<file path="config.mk">
export PLATFORM = sky130hd
export DESIGN_NAME = val_rdy_queued_demux
export DESIGN_NICKNAME = d
export VERILOG_FILES = /design/src/rtl/val_rdy_queued_demux.sv
export SDC_FILE = /design/constraint.sdc
export NUM_CORES = 1
export LEC_CHECK = 0
export ABC_AREA = 1
export CORE_MARGIN = 1.5
export CORE_UTILIZATION = 52
export CTS_CLUSTER_DIAMETER = 60
export DETAILED_ROUTE_END_ITERATION = 10
export GPL_TIMING_DRIVEN = 0
export PLACE_DENSITY = 0.78
export RECOVER_POWER = 100
export SLEW_MARGIN = 30
export SYNTH_ARGS = -nofsm -noshare
export SYNTH_HDL_FRONTEND = slang
export SYNTH_SLANG_ARGS = --single-unit
</file>
<file path="constraint.sdc">
create_clock -name clk -period 3.2 [get_ports clk]
set_clock_uncertainty 0.15 [all_clocks]
set_input_delay 0.48 -clock clk [delete_from_list [all_inputs] [get_ports clk]]
set_output_delay 0.48 -clock clk [all_outputs]
set_load 0.02 [all_outputs]
</file>
<file path="src/rtl/val_rdy_queued_demux.sv">
// Routes a val/rdy stream to one of p_noutputs channels, each with its own p_depth-entry FIFO; optional macro VAL_RDY_QUEUED_DEMUX_BYPASS_EN.
// Latency: 1 cycle from acceptance to ostream_val (0 cycles into an empty FIFO when the bypass macro is defined).
// Backpressure: istream_rdy drops only when the selected FIFO is registered-full; out-of-range selects are always accepted and flagged.
module val_rdy_queued_demux #(
    parameter int p_nbits    = 32,
    parameter int p_noutputs = 4,
    parameter int p_depth    = 2
) (
    input  logic                                        clk,
    input  logic                                        reset,
    input  logic                                        istream_val,
    output logic                                        istream_rdy,
    input  logic [p_nbits-1:0]                          istream_msg,
    input  logic [$clog2(p_noutputs)-1:0]               istream_sel,
    output logic [p_noutputs-1:0]                       ostream_val,
    input  logic [p_noutputs-1:0]                       ostream_rdy,
    output logic [p_noutputs*p_nbits-1:0]               ostream_msg,
    output logic [p_noutputs*$clog2(p_depth+1)-1:0]     occupancy,
    output logic                                        sel_err
);

    localparam int SW = $clog2(p_noutputs);
    localparam int PW = $clog2(p_depth);
    localparam int CW = $clog2(p_depth + 1);
    localparam logic [SW:0]   NOUT  = (SW + 1)'(p_noutputs);
    localparam logic [CW-1:0] DEPTH = CW'(p_depth);

    logic [p_nbits-1:0] mem   [p_noutputs][p_depth];
    logic [PW-1:0]      head  [p_noutputs];
    logic [PW-1:0]      tail  [p_noutputs];
    logic [CW-1:0]      count [p_noutputs];

    logic [p_noutputs-1:0] full;
    logic [p_noutputs-1:0] empty;
    logic [p_noutputs-1:0] hit;
    logic [p_noutputs-1:0] enq;
    logic [p_noutputs-1:0] deq;
    logic                  sel_ok;
    logic                  xfer;

    // Ready depends only on the select and registered full flags.
    always_comb begin
        sel_ok      = {1'b0, istream_sel} < NOUT;
        istream_rdy = 1'b1;
        full        = '0;
        empty       = '0;
        hit         = '0;
        for (int i = 0; i < p_noutputs; i++) begin
            full[i]  = (count[i] == DEPTH);
            empty[i] = (count[i] == '0);
            hit[i]   = (istream_sel == SW'(i));
            if (hit[i]) istream_rdy = !full[i];
        end
        xfer = istream_val && istream_rdy;
    end

    always_comb begin
        ostream_msg = '0;
        ostream_val = '0;
        occupancy   = '0;
        enq         = '0;
        deq         = '0;
        for (int i = 0; i < p_noutputs; i++) begin
            ostream_msg[i*p_nbits +: p_nbits] = mem[i][head[i]];
            ostream_val[i]                    = !empty[i];
            occupancy[i*CW +: CW]             = count[i];
            enq[i]                            = xfer && hit[i];
            deq[i]                            = !empty[i] && ostream_rdy[i];
`ifdef VAL_RDY_QUEUED_DEMUX_BYPASS_EN
            // Empty FIFO: present the input directly; skip storage if taken now.
            if (empty[i] && istream_val && hit[i]) begin
                ostream_msg[i*p_nbits +: p_nbits] = istream_msg;
                ostream_val[i]                    = 1'b1;
                if (ostream_rdy[i]) enq[i] = 1'b0;
            end
`endif
        end
    end

    always_ff @(posedge clk or negedge reset) begin
        if (!reset) begin
            sel_err <= 1'b0;
            for (int i = 0; i < p_noutputs; i++) begin
                head[i]  <= '0;
                tail[i]  <= '0;
                count[i] <= '0;
            end
        end else begin
            sel_err <= xfer && !sel_ok;
            for (int i = 0; i < p_noutputs; i++) begin
                if (enq[i]) tail[i] <= tail[i] + PW'(1);
                if (deq[i]) head[i] <= head[i] + PW'(1);
                if (enq[i] && !deq[i])      count[i] <= count[i] + CW'(1);
                else if (deq[i] && !enq[i]) count[i] <= count[i] - CW'(1);
            end
        end
    end

    // Storage is deliberately not reset.
    always_ff @(posedge clk) begin
        for (int i = 0; i < p_noutputs; i++) begin
            if (enq[i]) mem[i][tail[i]] <= istream_msg;
        end
    end

endmodule

</file>
After elaboration in Yosys (flattened, before gate mapping)
Memories as Yosys holds them, arrays and structs flattened.
Cells that the tools add are included.
Word-level totals
  output and inout port bits: 142
  memory bits (writable): 256
  input bits: 41
  memories kept: 1
  flip-flop bits (word level): 16
  word-level logic and storage cells: 154
Memories
  mem: words 4, bits a word 64, read ports 4, clocked after Yosys merged registers in 0, wr ports 1, line 28  | logic [p_nbits-1:0] mem [p_noutputs][p_depth];
Operators by class
  add/subtract/negate cells: 16
  $lt $le $gt $ge: 12
  eq/ne operators: 7
  bitwise gates (word level): 8
  muxes and demuxes: 49
  reduce and logical (&&, ||, !) cells: 49
Operators with widths (number)
  64-bit two-way mux: 10
  32-bit two-way mux: 16
  64-bit OR reduction: 3
  32-bit demux with 1-bit select: 4
  2-bit two-way mux: 11
  1-bit logical AND: 21
  2-bit greater-or-equal comparator (second input constant): 8
  1-bit logical NOT: 16
  1-bit NOT with 2-bit output: 8
  2-bit == test (second input constant): 6
  2-bit logical NOT: 5
  1-bit adder (second input constant): 8
  2-bit by 1-bit adder with 2-bit output (second input constant): 4
  2-bit by 1-bit less-than comparator with 1-bit output (second input constant): 4
  1-bit two-way mux: 8
  2-bit nonzero test: 4
  2-bit by 1-bit subtractor with 2-bit output (second input constant): 4
  2-bit by 1-bit == test with 1-bit output (second input constant): 1

Logic depth before layout (Yosys ltp)
  depth after elaboration: 14
  depth in mapped cells: 11
  mapped depth without buffers: 11

Worst setup path before layout
No wires, ideal clock.
  path type: register -> register
  start point: register count (netlist bit occupancy[5])
  end point: memory mem[0][0] in the netlist's numbering (enable)
  stages on the path, launching flop included: 8
  buffers on the path: 0
  library setup time: 421 ps
  required time: 2629 ps
  data arrival time: 2351 ps
  setup slack: 278 ps
  cell sequence: dfrtp_1 inv_1 nor2_1 nand2_1 inv_1 nor2_2 nand4_1 nor2_1
Between the ends
  cells in the longest elaborated chain, start to end: 12
  elaborated cells on any way between the ends: 26
  classes of those cells: eq/ne (1); mux (16); reduce/logical (9)
Ends and longest elaborated chain
  start: declaration: line 31  | logic [CW-1:0] count [p_noutputs];
  start signal: indexed assignment: line 93  | if (enq[i] && !deq[i]) count[i] <= count[i] + CW'(1);
  start signal: indexed assignment: line 94  | else if (deq[i] && !enq[i]) count[i] <= count[i] - CW'(1);
  2-bit == test *: line 49  | full[i] = (count[i] == DEPTH);
  1-bit logical NOT *: line 52  | if (hit[i]) istream_rdy = !full[i];
  1-bit two-way mux * (2 in a row): line 52
  1-bit logical AND *: line 54  | xfer = istream_val && istream_rdy;
  1-bit logical AND: line 67  | enq[i] = xfer && hit[i];
  1-bit two-way mux: line 102  | if (enq[i]) mem[i][tail[i]] <= istream_msg;
  64-bit two-way mux (implied by the code): line 102
  64-bit OR reduction (no source line)
  2-bit two-way mux (no source line) / 64-bit two-way mux (equally long branches) (3 in a row)
  end: declaration: line 28
Every way passes the cells marked *; elsewhere a longest branch is shown, timed or not.

Final worst setup path
  start point: register head[2] in the netlist's numbering
  end point: output port ostream_msg[41]
Between the ends
  cells in the longest elaborated chain, start to end: 4
Ends and longest elaborated chain
  start: declaration: line 29  | logic [PW-1:0] head [p_noutputs];
  start signal: indexed assignment: line 92  | if (deq[i]) head[i] <= head[i] + PW'(1);
  1-bit NOT with 2-bit output (implied by the code): line 64  | ostream_msg[i*p_nbits +: p_nbits] = mem[i][head[i]];
  32-bit two-way mux (implied by the code) (3 in a row): line 64
  end: declaration: line 17  | output logic [p_noutputs*p_nbits-1:0] ostream_msg,
Every way passes these cells. The select of a mux whose other input is x is not followed.

==> flow_summary.yaml <==
global_route:
  antenna_found_initial: 0
  grt_pass1_vias: 6348
  grt_pass1_wl_mm: 36.2
  grt_max_degree: 23
  grt_usage_pct: 24.6
  overflow: 0
detailed_routing:
  dr.first_iter.drc_count: 457
  ant_nets: 0
  routed_wl_mm: 24.7
  route.detailed.drc: 0
  avgViaCountPerCell: 5.07
  first_pass_iters: 5
  vias: 6490
  wire_per_inst_um: 19.2
clock_network:
  cts_tree: "yes"
  hold_buffers: 0
  clkSinkCount: 272
  htree_levels: 1
  cts_setup_buffers: 0
  cts_made_buffers: 27
  clkTransAtPathRegs_ps: 60
  cts_buffer_depth: 3
  clock_latency_ps: 540
  root_buffer: "clkbuf_16"
  cts_resized: 0
pwr:
  worst_ir_drop_vdd_mv: 0.585
  powerDensity_mw_per_mm2: 896
  pwr-share-clk_pct: 25.5
  p_sw_share_pct: 36.4
  p_sw_uw: 4340
  p_int_uw: 7570
  pwr-share-comb_pct: 38.1
  total_leakage_power_uw: 0.00533
  p_seq_share_pct: 36.5
cells_and_area:
  nets: 1045
  fin_area_mm2: 0.0133
  diodes: 0
  drive_gt1_share_pct: 7.15
  final_util_pct: 70.1
  areaGrowthSynthToFinish_pct: 30.9
synth:
  synth_seq_cells: 272
  yosysUniqueCellTypes: 18
  syn_inst: 781
  yosysMostFrequentCell: "nand2_1"
  syn_nets: 826
  netlist.area_leader.share_pct: 75.7
  ys_seq_area_share_pct: 79.6
  synthFlopType: "edfxtp_1"
  async_reset_ff_share_pct: 5.88
  synth_edf_count: 256
  yosys.area.top_type: "edfxtp_1"
  avgSynthCellArea_um2: 13.0
  synthTopCellsByCount: "nand2_1 (404), edfxtp_1 (256), inv_1 (24)"
  ys_warn_count: 0
  ys_top_cells_by_area: "edfxtp_1 (76%), nand2_1 (15%), dfrtp_1 (3.9%), inv_1 (0.89%), buf_2 (0.79%)"
  syn_area_mm2: 0.0102
floorplanning:
  core.rowCount: 50
  core_mm2: 0.0190
  initial_utilization_pct: 53.6
  ios: 183
  fp.dieH_um: 143
  die_area_mm2: 0.0204
  die_w_um: 143
placed_design:
  port_buffers: 181
  place_congestion: 0.761
  placed_cell_area_mm2: 0.0126
  dpl.hpwl_mm: 16.2
worst_hold_path:
  hold_path.class: "flop to flop"
sta:
  worst_pin_slew_ps: 1250
  whs_ps: 324
  hold_viol_final: 0
  slew_headroom_pct: 16.8
  rsz0062_at_grt: "no"
  finalMaxSlewViolations: 0
  tns_ps: 0
  min_period_over_period_pct: 96.2
  finalSetupViolCount: 0
  fin_crit_ps: 3080
  clock.fmax_mhz: 325
setup_path:
  crit_path_start_kind: "flop"
  crit_top_cell: "nand2_1"
  path_cells: "buf_2, clkbuf_1, nand2_1, nand2_1, dlygate4sd3_1"
  critPathMaxStageDelay_ps: 680
  worst_path_max_delay_cell: "dlygate4sd3_1"
  crit_required_ps: 2570
  arrival_ps: 2450
  cp-end-kind: "primary output"
  critPathMaxFanout: 10
  critPathKind: "flop to primary output"
outcome:
  status: "finished, final reports clean"
run:
  max_cap_viol_count: 0
[registers in the layout, indices dropped and copies added, names as in the netlist]
register,flops
head,4
mem,256
tail,4
occupancy,8
[stage by stage]
stage          total power [uW]  instances  setup slack, ps
3_5_place_dp               9250       1231              310
3_3_place_gp               9100       1222            -1520
5_1_grt                   12500       1281             29.0
6_report                  11900       1281              121
4_1_cts                   12300       1281             48.6
2_1_floorplan              6810        781              278
[logic make-up after synthesis]
family	Yosys count	synth area share, %
buffers and inverters	57	2.34
other	1	0.0369
AND/OR/NAND/NOR	426	16.0
AO/OA/AOI/OAI	8	0.394
adder cells (fa/ha/maj)	4	0.493
flip-flops	272	79.6
XOR/XNOR	13	1.12
[critical path, delay by kind of cell, from the launching register on]
| kind | cells | cell delay, ps |
|---|---|---|
| DFF | 1 | 310 |
| buffers and inverters | 3 | 1360 |
| and+or+nand+nor | 2 | 240 |
[final cells by class]
cell class	instances	area (um2)
Sequential cell	272	8090
Fill cell	1296	5670
Timing Repair Buffer	190	1950
Multi-Input combinational cell	452	1830
Clock buffer	30	687
Tap cell	260	325
Clock inverter	20	168
Buffer	29	136
Inverter	28	105
[worst paths after layout]
check,startpoint,slack [ps],cells after the start,to
max in group asynchronous,reset,2020,1,head[1]$_DFFE_PN0P_
min in group asynchronous,reset,340,1,occupancy[7]$_DFFE_PN0P_
min,tail[3]$_DFFE_PN0P_,320,2,tail[3]$_DFFE_PN0P_
max reg2reg,occupancy[6]$_DFFE_PN0P_,360,6,mem[3][42]$_DFFE_PP_
max,head[2]$_DFFE_PN0P_,120,5,ostream_msg[41]
min reg2reg,tail[3]$_DFFE_PN0P_,320,2,tail[3]$_DFFE_PN0P_
[routing by layer]
metal / global-route usage [%] / wire length [um] / up-vias
met5: 0 / 0 / -
met4: 7.16 / 578 / 0
met2: 43.4 / 12600 / 287
met1: 30.9 / 9560 / 3123
li1: - / - / 3043
met3: 5.00 / 1940 / 37
[power groups by stage]
| stage | logic (uW) | registers [uW] | clock network (uW) |
|---|---|---|---|
| after global placement | 4680 | 4420 | 0 |
| after floorplan | 2340 | 4470 | 0 |
| final | 4540 | 4340 | 3040 |
| after detailed placement | 4830 | 4420 | 0 |
| after CTS | 4850 | 4350 | 3060 |
| after global routing | 4870 | 4370 | 3210 |
[layout by cell type, fill, tap and decap left out]
cell type / netlist / layout
dfrtp_1: 16 / 16
clkinv_1: 4 / 11
clkbuf_16: 0 / 27
conb_1: 1 / 1
a21oi_1: 4 / 4
nand3_1: 2 / 2
nor2_2: 2 / 4
clkinv_8: 0 / 1
bufinv_16: 0 / 2
nor2_1: 12 / 10
clkbuf_1: 12 / 12
inv_1: 24 / 24
nand4_1: 6 / 6
buf_16: 0 / 4
nand2_1: 404 / 404
inv_16: 0 / 1
buf_2: 16 / 9
xor2_1: 9 / 9
edfxtp_1: 256 / 256
dlygate4sd3_1: 0 / 131
xnor2_1: 4 / 4
o21ai_0: 4 / 4
ha_1: 4 / 4
clkdlybuf4s50_1: 0 / 50
buf_4: 1 / 1
clkinv_2: 0 / 9
clkbuf_2: 0 / 15
Power figures use the tool's default switching activity.
